===== src/rtl/cacheline_arbiter_pkg.sv =====
// Shared types for the cacheline arbiter: FSM states, requester ids and
// default line/address widths.
package cacheline_arbiter_pkg;

  localparam int LINE_W_DEF = 256;
  localparam int ADDR_W_DEF = 32;

  typedef enum logic [1:0] {
    IDLE    = 2'd0,
    SERVE_I = 2'd1,
    SERVE_D = 2'd2
  } arb_state_t;

  typedef enum logic {
    REQ_I = 1'b0,
    REQ_D = 1'b1
  } req_id_t;

  function automatic req_id_t other_req(input req_id_t r);
    return (r == REQ_I) ? REQ_D : REQ_I;
  endfunction

endpackage


===== src/rtl/cacheline_arbiter_if.sv =====
// Bundle of the I-cache, D-cache and physical-memory cacheline signals.
// slave is the arbiter's view; master is the caches-plus-adaptor view.
interface cacheline_arbiter_if
  import cacheline_arbiter_pkg::*;
#(
  parameter int LINE_W = LINE_W_DEF,
  parameter int ADDR_W = ADDR_W_DEF
);

  logic              i_read;
  logic [ADDR_W-1:0] i_address;
  logic [LINE_W-1:0] i_rdata;
  logic              i_resp;

  logic              d_read;
  logic              d_write;
  logic [ADDR_W-1:0] d_address;
  logic [LINE_W-1:0] d_wdata;
  logic [LINE_W-1:0] d_rdata;
  logic              d_resp;

  logic              pmem_read;
  logic              pmem_write;
  logic [ADDR_W-1:0] pmem_address;
  logic [LINE_W-1:0] pmem_wdata;
  logic [LINE_W-1:0] pmem_rdata;
  logic              pmem_resp;

  modport slave (
    input  i_read, i_address, d_read, d_write, d_address, d_wdata,
           pmem_rdata, pmem_resp,
    output i_rdata, i_resp, d_rdata, d_resp,
           pmem_read, pmem_write, pmem_address, pmem_wdata
  );

  modport master (
    output i_read, i_address, d_read, d_write, d_address, d_wdata,
           pmem_rdata, pmem_resp,
    input  i_rdata, i_resp, d_rdata, d_resp,
           pmem_read, pmem_write, pmem_address, pmem_wdata
  );

endinterface


===== src/rtl/cacheline_arbiter_pick.sv =====
// Combinational tie-break between two line requesters; FAIR alternates
// against the previous grant, otherwise the D side wins ties.
module arb_pick
  import cacheline_arbiter_pkg::*;
#(
  parameter int FAIR = 1
) (
  input  logic    i_req,
  input  logic    d_req,
  input  req_id_t last_grant,
  output logic    gnt_vld,
  output req_id_t gnt_id
);

  always_comb begin
    gnt_vld = i_req | d_req;
    gnt_id  = REQ_D;
    if (i_req && d_req) begin
      gnt_id = (FAIR != 0) ? other_req(last_grant) : REQ_D;
    end else if (i_req) begin
      gnt_id = REQ_I;
    end
  end

endmodule


===== src/rtl/cacheline_arbiter.sv =====
// Serialises I-cache and D-cache line transactions onto one physical-memory
// port, with a registered downstream request and a one-cycle resp to the owner.
module cacheline_arbiter
  import cacheline_arbiter_pkg::*;
#(
  parameter int LINE_W = LINE_W_DEF,
  parameter int ADDR_W = ADDR_W_DEF,
  parameter int FAIR   = 1
) (
  input  logic                clk,
  input  logic                rst,
  cacheline_arbiter_if.slave  bus
);

  arb_state_t        state_q, state_d;
  req_id_t           last_grant_q, last_grant_d;
  logic              pmem_read_q, pmem_read_d;
  logic              pmem_write_q, pmem_write_d;
  logic [ADDR_W-1:0] pmem_address_q, pmem_address_d;
  logic [LINE_W-1:0] pmem_wdata_q, pmem_wdata_d;

  logic    d_req;
  logic    gnt_vld;
  req_id_t gnt_id;
  logic    i_resp_c, d_resp_c;

  assign d_req = bus.d_read | bus.d_write;

  arb_pick #(.FAIR(FAIR)) u_pick (
    .i_req      (bus.i_read),
    .d_req      (d_req),
    .last_grant (last_grant_q),
    .gnt_vld    (gnt_vld),
    .gnt_id     (gnt_id)
  );

  always_comb begin
    state_d        = state_q;
    last_grant_d   = last_grant_q;
    pmem_read_d    = pmem_read_q;
    pmem_write_d   = pmem_write_q;
    pmem_address_d = pmem_address_q;
    pmem_wdata_d   = pmem_wdata_q;
    unique case (state_q)
      IDLE: begin
        if (gnt_vld) begin
          last_grant_d = gnt_id;
          if (gnt_id == REQ_I) begin
            state_d        = SERVE_I;
            pmem_read_d    = 1'b1;
            pmem_write_d   = 1'b0;
            pmem_address_d = bus.i_address;
          end else begin
            // A writeback wins over a simultaneous read from the D side.
            state_d        = SERVE_D;
            pmem_read_d    = bus.d_read & ~bus.d_write;
            pmem_write_d   = bus.d_write;
            pmem_address_d = bus.d_address;
            pmem_wdata_d   = bus.d_wdata;
          end
        end
      end
      SERVE_I, SERVE_D: begin
        // Always return through IDLE so a stale level request is re-arbitrated.
        if (bus.pmem_resp) begin
          state_d      = IDLE;
          pmem_read_d  = 1'b0;
          pmem_write_d = 1'b0;
        end
      end
      default: begin
        state_d      = IDLE;
        pmem_read_d  = 1'b0;
        pmem_write_d = 1'b0;
      end
    endcase
  end

  always_ff @(posedge clk or negedge rst) begin
    if (!rst) begin
      state_q        <= IDLE;
      last_grant_q   <= REQ_D;
      pmem_read_q    <= 1'b0;
      pmem_write_q   <= 1'b0;
      pmem_address_q <= '0;
      pmem_wdata_q   <= '0;
    end else begin
      state_q        <= state_d;
      last_grant_q   <= last_grant_d;
      pmem_read_q    <= pmem_read_d;
      pmem_write_q   <= pmem_write_d;
      pmem_address_q <= pmem_address_d;
      pmem_wdata_q   <= pmem_wdata_d;
    end
  end

  assign i_resp_c = (state_q == SERVE_I) & bus.pmem_resp;
  assign d_resp_c = (state_q == SERVE_D) & bus.pmem_resp;

  assign bus.i_resp       = i_resp_c;
  assign bus.d_resp       = d_resp_c;
  assign bus.i_rdata      = i_resp_c ? bus.pmem_rdata : '0;
  assign bus.d_rdata      = d_resp_c ? bus.pmem_rdata : '0;
  assign bus.pmem_read    = pmem_read_q;
  assign bus.pmem_write   = pmem_write_q;
  assign bus.pmem_address = pmem_address_q;
  assign bus.pmem_wdata   = pmem_wdata_q;

  always @(posedge clk) begin
    if (rst && state_q == IDLE) begin
      assert (!(bus.d_read && bus.d_write))
        else $warning("cacheline_arbiter: d_read and d_write both high, write wins");
    end
  end

endmodule


===== src/flat_wrapper.sv =====
// flat-port wrapper written by rule: the top's interface ports become plain ports
module cacheline_arbiter_flat import cacheline_arbiter_pkg::*;
#(
  parameter int LINE_W = LINE_W_DEF,
  parameter int ADDR_W = ADDR_W_DEF,
  parameter int FAIR   = 1
)
  (clk, rst, bus_i_read, bus_i_address, bus_d_read, bus_d_write, bus_d_address, bus_d_wdata, bus_pmem_rdata, bus_pmem_resp, bus_i_rdata, bus_i_resp, bus_d_rdata, bus_d_resp, bus_pmem_read, bus_pmem_write, bus_pmem_address, bus_pmem_wdata);
  cacheline_arbiter_if #(.LINE_W(LINE_W), .ADDR_W(ADDR_W)) bus_i ();
  input  logic clk;
  input  logic rst;
  input wire logic [$bits(bus_i.i_read)-1:0] bus_i_read;
  input wire logic [$bits(bus_i.i_address)-1:0] bus_i_address;
  input wire logic [$bits(bus_i.d_read)-1:0] bus_d_read;
  input wire logic [$bits(bus_i.d_write)-1:0] bus_d_write;
  input wire logic [$bits(bus_i.d_address)-1:0] bus_d_address;
  input wire logic [$bits(bus_i.d_wdata)-1:0] bus_d_wdata;
  input wire logic [$bits(bus_i.pmem_rdata)-1:0] bus_pmem_rdata;
  input wire logic [$bits(bus_i.pmem_resp)-1:0] bus_pmem_resp;
  output wire logic [$bits(bus_i.i_rdata)-1:0] bus_i_rdata;
  output wire logic [$bits(bus_i.i_resp)-1:0] bus_i_resp;
  output wire logic [$bits(bus_i.d_rdata)-1:0] bus_d_rdata;
  output wire logic [$bits(bus_i.d_resp)-1:0] bus_d_resp;
  output wire logic [$bits(bus_i.pmem_read)-1:0] bus_pmem_read;
  output wire logic [$bits(bus_i.pmem_write)-1:0] bus_pmem_write;
  output wire logic [$bits(bus_i.pmem_address)-1:0] bus_pmem_address;
  output wire logic [$bits(bus_i.pmem_wdata)-1:0] bus_pmem_wdata;
  assign bus_i.i_read = bus_i_read;
  assign bus_i.i_address = bus_i_address;
  assign bus_i.d_read = bus_d_read;
  assign bus_i.d_write = bus_d_write;
  assign bus_i.d_address = bus_d_address;
  assign bus_i.d_wdata = bus_d_wdata;
  assign bus_i.pmem_rdata = bus_pmem_rdata;
  assign bus_i.pmem_resp = bus_pmem_resp;
  assign bus_i_rdata = bus_i.i_rdata;
  assign bus_i_resp = bus_i.i_resp;
  assign bus_d_rdata = bus_i.d_rdata;
  assign bus_d_resp = bus_i.d_resp;
  assign bus_pmem_read = bus_i.pmem_read;
  assign bus_pmem_write = bus_i.pmem_write;
  assign bus_pmem_address = bus_i.pmem_address;
  assign bus_pmem_wdata = bus_i.pmem_wdata;
  cacheline_arbiter #(.LINE_W(LINE_W), .ADDR_W(ADDR_W), .FAIR(FAIR)) u_core (.clk(clk), .rst(rst), .bus(bus_i));
endmodule

===== config.mk =====
export PLATFORM = sky130hd
export DESIGN_NAME = cacheline_arbiter_flat
export DESIGN_NICKNAME = d
export VERILOG_FILES = /design/src/rtl/cacheline_arbiter_pkg.sv /design/src/rtl/cacheline_arbiter_if.sv /design/src/rtl/cacheline_arbiter_pick.sv /design/src/rtl/cacheline_arbiter.sv /design/src/flat_wrapper.sv
export SDC_FILE = /design/constraint.sdc
export NUM_CORES = 1
export LEC_CHECK = 0
export BUFFER_PORTS_ARGS = -buffer_cell sky130_fd_sc_hd__buf_4
export CAP_MARGIN = 15
export CORE_AREA = 5 5 534 536
export CTS_BUF_LIST = sky130_fd_sc_hd__clkbuf_8 sky130_fd_sc_hd__clkbuf_16
export CTS_CLUSTER_SIZE = 8
export DETAILED_ROUTE_END_ITERATION = 8
export DIE_AREA = 0 0 539 541
export PLACE_DENSITY = 0.3
export SLEW_MARGIN = 20
export SYNTH_ARGS = -nofsm -noshare
export SYNTH_HDL_FRONTEND = slang
export SYNTH_SLANG_ARGS = --single-unit

===== constraint.sdc =====
create_clock -name clk -period 2.29 [get_ports clk]
set_clock_uncertainty 0.2 [all_clocks]
set_input_delay 0.1145 -clock clk [delete_from_list [all_inputs] [get_ports clk]]
set_output_delay 0.1145 -clock clk [all_outputs]
set_load 0.02 [all_outputs]

---- Yosys cells after proc, flatten, opt, wreduce, memory -nomap -nowiden ----
Index checks and enable logic that the tools add are counted.
cells by class
  shifts and indexed selects .............. 0
  bitwise logic cells ..................... 6
  magnitude comparators ................... 0
  reductions and logical operators ........ 6
  add/sub/neg operators ................... 0
  eq/ne operators ......................... 4
  multiply operators ...................... 0
  mux-type cells .......................... 17
  divide/modulo/power cells ............... 0
operators with widths
  cell                                                                      number
  256-bit two-way mux                                                       2
  32-bit two-way mux                                                        1
  1-bit two-way mux                                                         8
  2-bit two-way mux                                                         3
  1-bit one-hot mux with 2 select lines                                     2
  2-bit one-hot mux with 2 select lines                                     1
  2-bit AND reduction                                                       2
  1-bit AND                                                                 3
  3-bit AND reduction                                                       1
  2-bit by 1-bit == test with 1-bit output (second input constant)          1
  2-bit == test (second input constant)                                     1
  2-bit zero test                                                           1
  2-bit by 1-bit inequality test with 1-bit output (second input constant)  1
  2-bit inequality test (second input constant)                             1
  1-bit bitwise OR                                                          2
  2-bit OR reduction                                                        1
  1-bit logical AND                                                         1
  1-bit NOT                                                                 1
word-level totals
  RAM bits ................................ 0
  input bits .............................. 582
  ROM bits ................................ 0
  memories ................................ 0
  register bits ........................... 293
  bits in latches ......................... 0

---- Depth between registers and ports, before layout ----
  word-level depth ........................ 6
  depth in mapped cells ................... 7
  mapped depth without buffers ............ 5

---- Modules after synthesis ----
A second synthesis with hierarchy kept.
second synthesis, totals
  cells, all modules ...................... 1337
  area, all modules ....................... 15164.5 um2
modules (own cells, without submodules)
  module             cells an instance  area an instance (um2)  times used
  cacheline_arbiter  1334               15149.5                 1
  arb_pick           3                  15.0                    1

---- Worst setup path before layout ----
OpenSTA, ideal clock, no wires.
  kind .................................... register to register
  start ................................... register u_core.state_q[0]
  end ..................................... register u_core.pmem_wdata_q[215], in the netlist u_core.bus.pmem_wdata[215]
  setup slack ............................. 408 ps
  data required time ...................... 1965 ps
  arrival ................................. 1557 ps
  library setup time ...................... 125 ps
  cell stages (with the launch flop) ...... 8
  path buffers ............................ 2
  clock period less this slack ............ 1882 ps
  cell sequence ........................... dfrtp_1 > inv_1 > ha_1 > o21ai_1 > a21oi_4 > buf_4 > buf_6 > mux2_2
between the ends
  word-level cells in the longest chain between the ends .. 2
RTL lines
  element                               RTL line                 text
  start, declared                       cacheline_arbiter.sv:15  arb_state_t state_q, state_d;
  start signal, assigned                cacheline_arbiter.sv:88  state_q <= state_d;
  2-bit zero test                       n/a
  3-bit AND reduction (no source line)  n/a
  end signal, assigned                  cacheline_arbiter.sv:93  pmem_wdata_q <= pmem_wdata_d;
  end, declared                         cacheline_arbiter.sv:20  logic [LINE_W-1:0] pmem_wdata_q, pmem_wdata_d;
No other way between the ends.
A chain may end at the register's enable or synchronous reset.

---- Worst setup path after layout ----
  start ................................... register u_core.state_q[1]
  end ..................................... output bus_d_rdata[102]
between the ends
  word-level cells in the longest chain between the ends .. 3
RTL lines
  element              RTL line                  text
  2-bit == test        cacheline_arbiter.sv:98   assign d_resp_c = (state_q == SERVE_D) & bus.pmem_resp;
  1-bit AND            cacheline_arbiter.sv:98
  256-bit two-way mux  cacheline_arbiter.sv:103  assign bus.d_rdata = d_resp_c ? bus.pmem_rdata : '0;
  end, declared        flat_wrapper.sv:22        output wire logic [$bits(bus_i.d_rdata)-1:0] bus_d_rdata;
No other way between the ends.

==> summary.md <==
• **outcome** complete, but fails checks
• **violations in the final reports** negative setup slack
• **Synthesis Warnings** 0
• **final global-route overflow total** 0
• **row count** 195
• **number of nets in the final layout** 3754
• **die area** 292000 um^2
• **Crit Path Max Fanout** 8
• **shortest clock period the worst path allows after layout** 2.57 ns
• **post-synthesis async set-or-reset flop share** 1.00
• **number of enable flip-flop cells after synthesis** 0
• **global-route wire length before repair** 306000 um
• **core area** 280000 um^2
• **Crit Path Category** flop to primary output
• **I/O Buffers** 1385
• **Leak** 18.1 nW
• **fraction of the cycle the final worst path needs** 1.12
• **unrepaired setup endpoints after global routing** true
• **clock tree from TritonCTS** yes
• **initial core utilization** 0.0537
• **Synth Area in Adders** 0.00250
• **Hold Fails Final Rpt** 0
• **number of buffers created by CTS** 46
• **sequential cell area fraction in the yosys report** 0.488
• **power density over the cells** 1310 nW/um^2
• **Max VDD drop** 0.617 mV
• **count of boundary I/O pins** 1386
• **Slowest Stage Delay on Critical Path** 0.39 ns
• **count of pins over their slew limit** 0
• **Final Instance Area** 39100 um^2
• **Post-Place Setup Slack** 0.0884 ns
• **class of the tightest hold or removal check** primary input to flop
• **ys flop type** sky130_fd_sc_hd__dfrtp_1
• **Layout Area Growth over Synthesis** 160%
• **total track usage** 0.168
• **maximum count of clock buffers along a single path** 3
• **combined area of all synthesized cells** 15000 um^2
• **Die Ht** 541 um
• **dominant delay contributor by cell family on the critical path** buffers and inverters
• **final setup margin** -0.278 ns
• **gpl congestion** 0.922
• **synthesized-area fraction occupied by ao, oa, aoi and oai cells** 0.0311
• **Detailed Route Iter0 Violations** 1272
• **CP max stage cell** sky130_fd_sc_hd__dfrtp_1
• **number of nets produced by synthesis** 1961
• **type of origin of the critical path** flop
• **Initial DRT Pass Iterations** 5
• **final setup violating endpoints** 764
• **portion of netlist area occupied by mux cells** 0.192
• **count of buffer and inverter cells on the critical path** 5
• **Data arrival, critical path** 2.25 ns
• **pin count of the biggest net entering global routing** 93
• **xor/xnor cell area share of the yosys netlist** 0
• **CTS Sinks** 293
• **worst rel slew slack** 0.634
• **vias post-DR** 20800
• **Max Cap Violations** 0
• **required time at the worst-slack endpoint** 1.98 ns
• **vias per std cell** 2.98
• **wirelength, routed** 267000 um
• **cell count after synthesis** 1376
• **maximum level of the CTS H-tree** 2
• **DP Wirelength** 233000 um
• **Chip Width** 539 um
• **vias in the first global route** 21300
• **Least-Margin Pin Slew** 0.549 ns
• **fraction of final layout cells with drive strength greater than 1** 0.637
• **post-synthesis cell type count** 25
• **initial antenna violation count** 213
• **number of nets with antenna violations after detailed routing** 0
• **cell chosen for the clock root** sky130_fd_sc_hd__clkbuf_16
• **placed cell area** 30400 um^2
• **worst-skew pair later-pin latency** 0.65 ns
• **post-CTS clock slew at the launch and capture registers of the worst setup and hold paths** 0.05 ns
• **combinational family with the most area after synthesis** simple AND/OR/NAND/NOR gates
• **register bit total from synthesis** 293
• **Wirelength per Cell** 38.3 um
• **critical path endpoint category** primary output
• **average footprint of a synthesized cell** 10.9 um^2
• **DR DRC count** 0
• **Highest Clock Rate** 389 MHz
• **critical path cell sequence** buf_4 -> ha_4 -> buf_12 -> buf_16 -> buf_8 -> and3_2 -> buf_6
• **simple-gate share of the synthesized area** 0.234
power breakdown:
group          switching, mW  total [mW]  internal (mW)
registers               2.04        9.96           7.92
logic                   20.3        34.6           14.3
clock network           2.97        6.70           3.74
cells in the mapped netlist, drive strengths merged (2+ instances only):
cell type | n | area (um^2)
a31oi | 32 | 200
a32o | 3 | 30.0
and2 | 2 | 12.5
and3 | 512 | 3200
buf | 30 | 297
clkbuf | 131 | 492
dfrtp | 292 | 7310
ha | 3 | 37.5
inv | 5 | 18.8
mux2 | 256 | 2880
nand3 | 32 | 160
nor2 | 34 | 128
o21ai | 34 | 170
o21bai | 2 | 15.0
cells in the final DEF, fill, tap and decap left out, types with 2 or more instances in the layout:
cell                            instances
sky130_fd_sc_hd__nand3_1               32
sky130_fd_sc_hd__inv_2                  2
sky130_fd_sc_hd__dfrtp_1              292
sky130_fd_sc_hd__a32o_1                 3
sky130_fd_sc_hd__dlygate4sd3_1        349
sky130_fd_sc_hd__clkbuf_16             84
sky130_fd_sc_hd__diode_2               57
sky130_fd_sc_hd__inv_1                  4
sky130_fd_sc_hd__clkinvlp_4             2
sky130_fd_sc_hd__nor2_1                34
sky130_fd_sc_hd__and2_1                 2
sky130_fd_sc_hd__buf_16                19
sky130_fd_sc_hd__and3_1               367
sky130_fd_sc_hd__a31oi_1               32
sky130_fd_sc_hd__clkinv_2               6
sky130_fd_sc_hd__mux2_2               256
sky130_fd_sc_hd__and3_4               140
sky130_fd_sc_hd__o21ai_0               33
sky130_fd_sc_hd__buf_12                52
sky130_fd_sc_hd__buf_6                196
sky130_fd_sc_hd__clkinv_16              2
sky130_fd_sc_hd__buf_8                 50
sky130_fd_sc_hd__ha_4                   2
sky130_fd_sc_hd__buf_4               1202
sky130_fd_sc_hd__and3_2                 5
stage by stage:
stage | total power, mW | instances | TNS [ns] | utilization | hold WS [ns]
floorplan | 21.1 | 1376 | 0 | - | -0.381
global placement | 39.5 | 6432 | 0 | 0.109 | -0.0977
detailed placement | 39.6 | 6432 | 0 | 0.109 | -0.0981
CTS | 48.8 | 6859 | -175.97 | 0.129 | -0.0535
global route | 54.2 | 6946 | -212.43 | 0.139 | 0.0276
finish | 51.3 | 6981 | -138.36 | 0.140 | 0.0651
worst reg2reg max path, stage by stage, from the launching register on:
cell and delay (ns):
sky130_fd_sc_hd__dfrtp_1 0.39, sky130_fd_sc_hd__inv_2 0.07, sky130_fd_sc_hd__buf_4 0.09, sky130_fd_sc_hd__buf_4 0.09, sky130_fd_sc_hd__buf_4 0.09, sky130_fd_sc_hd__buf_4 0.09, sky130_fd_sc_hd__ha_1 0.20, sky130_fd_sc_hd__o21ai_2 0.09
sky130_fd_sc_hd__a21oi_4 0.18, sky130_fd_sc_hd__buf_4 0.16, sky130_fd_sc_hd__buf_12 0.14, sky130_fd_sc_hd__buf_16 0.24, sky130_fd_sc_hd__mux2_2 0.39
kinds of logic (layout without fill, tap and decap cells):
group           after synthesis  in the layout
fa+ha+maj                     3              3
flops                       293            293
compound gates               76             76
mux                         256            256
other cells                   0             57
buf+inv                     166           1971
simple gates                582            582
sequential cells by signal, indices dropped and copies added, names as in the netlist:
register and count:
u_core.bus.pmem_address 32, u_core.state_q 2, u_core.bus.pmem_read 1, u_core.bus.pmem_write 1, u_core.bus.pmem_wdata 256, u_core.last_grant_q 1
layer usage:
layer / track usage / vias to the layer above / share of wire
met3: 0.109 / 433 / 0.14
met1: 0.179 / 10300 / 0.37
met5: 0 / - / 0.0033
met2: 0.274 / 1329 / 0.45
li1: - / 8673 / -
met4: 0.0488 / 116 / 0.039
cell type report:
cell class / instances / area, um^2
fillers: 32000 / 241000
repair buffers: 1906 / 18000
multi-input cells: 917 / 7650
flip-flops and latches: 293 / 7330
well taps: 3743 / 4680
clock buffers: 47 / 1160
clock inverters: 13 / 155
diodes: 57 / 143
inverters: 5 / 18.8
what timing repair did:
action | CTS | global route
endpoints found under the setup margin | 514 | 766
hold endpoints to repair | 586 | 3
gates resized for setup | 190 | 337
hold buffers | 349 | 1
gates cloned | 6 | 51
setup buffers | 13 | 15
pin swaps | 13 | 13
worst paths after layout:
path                                            start                           to  slack [ns]  depth (start not counted)
worst min-delay path                  bus_d_wdata[23]    u_core.bus.pmem_wdata[23]        0.07                          3
max in group asynchronous                         rst  u_core.bus.pmem_address[23]        0.93                          4
min in group asynchronous                         rst    u_core.bus.pmem_wdata[97]        0.57                          4
worst max register to register      u_core.state_q[0]   u_core.bus.pmem_wdata[106]       -0.25                         12
worst min register to register  u_core.bus.pmem_write        u_core.bus.pmem_write        0.30                          1
worst max-delay path                u_core.state_q[1]             bus_d_rdata[102]       -0.28                          7
Power figures use the tool's default switching activity.
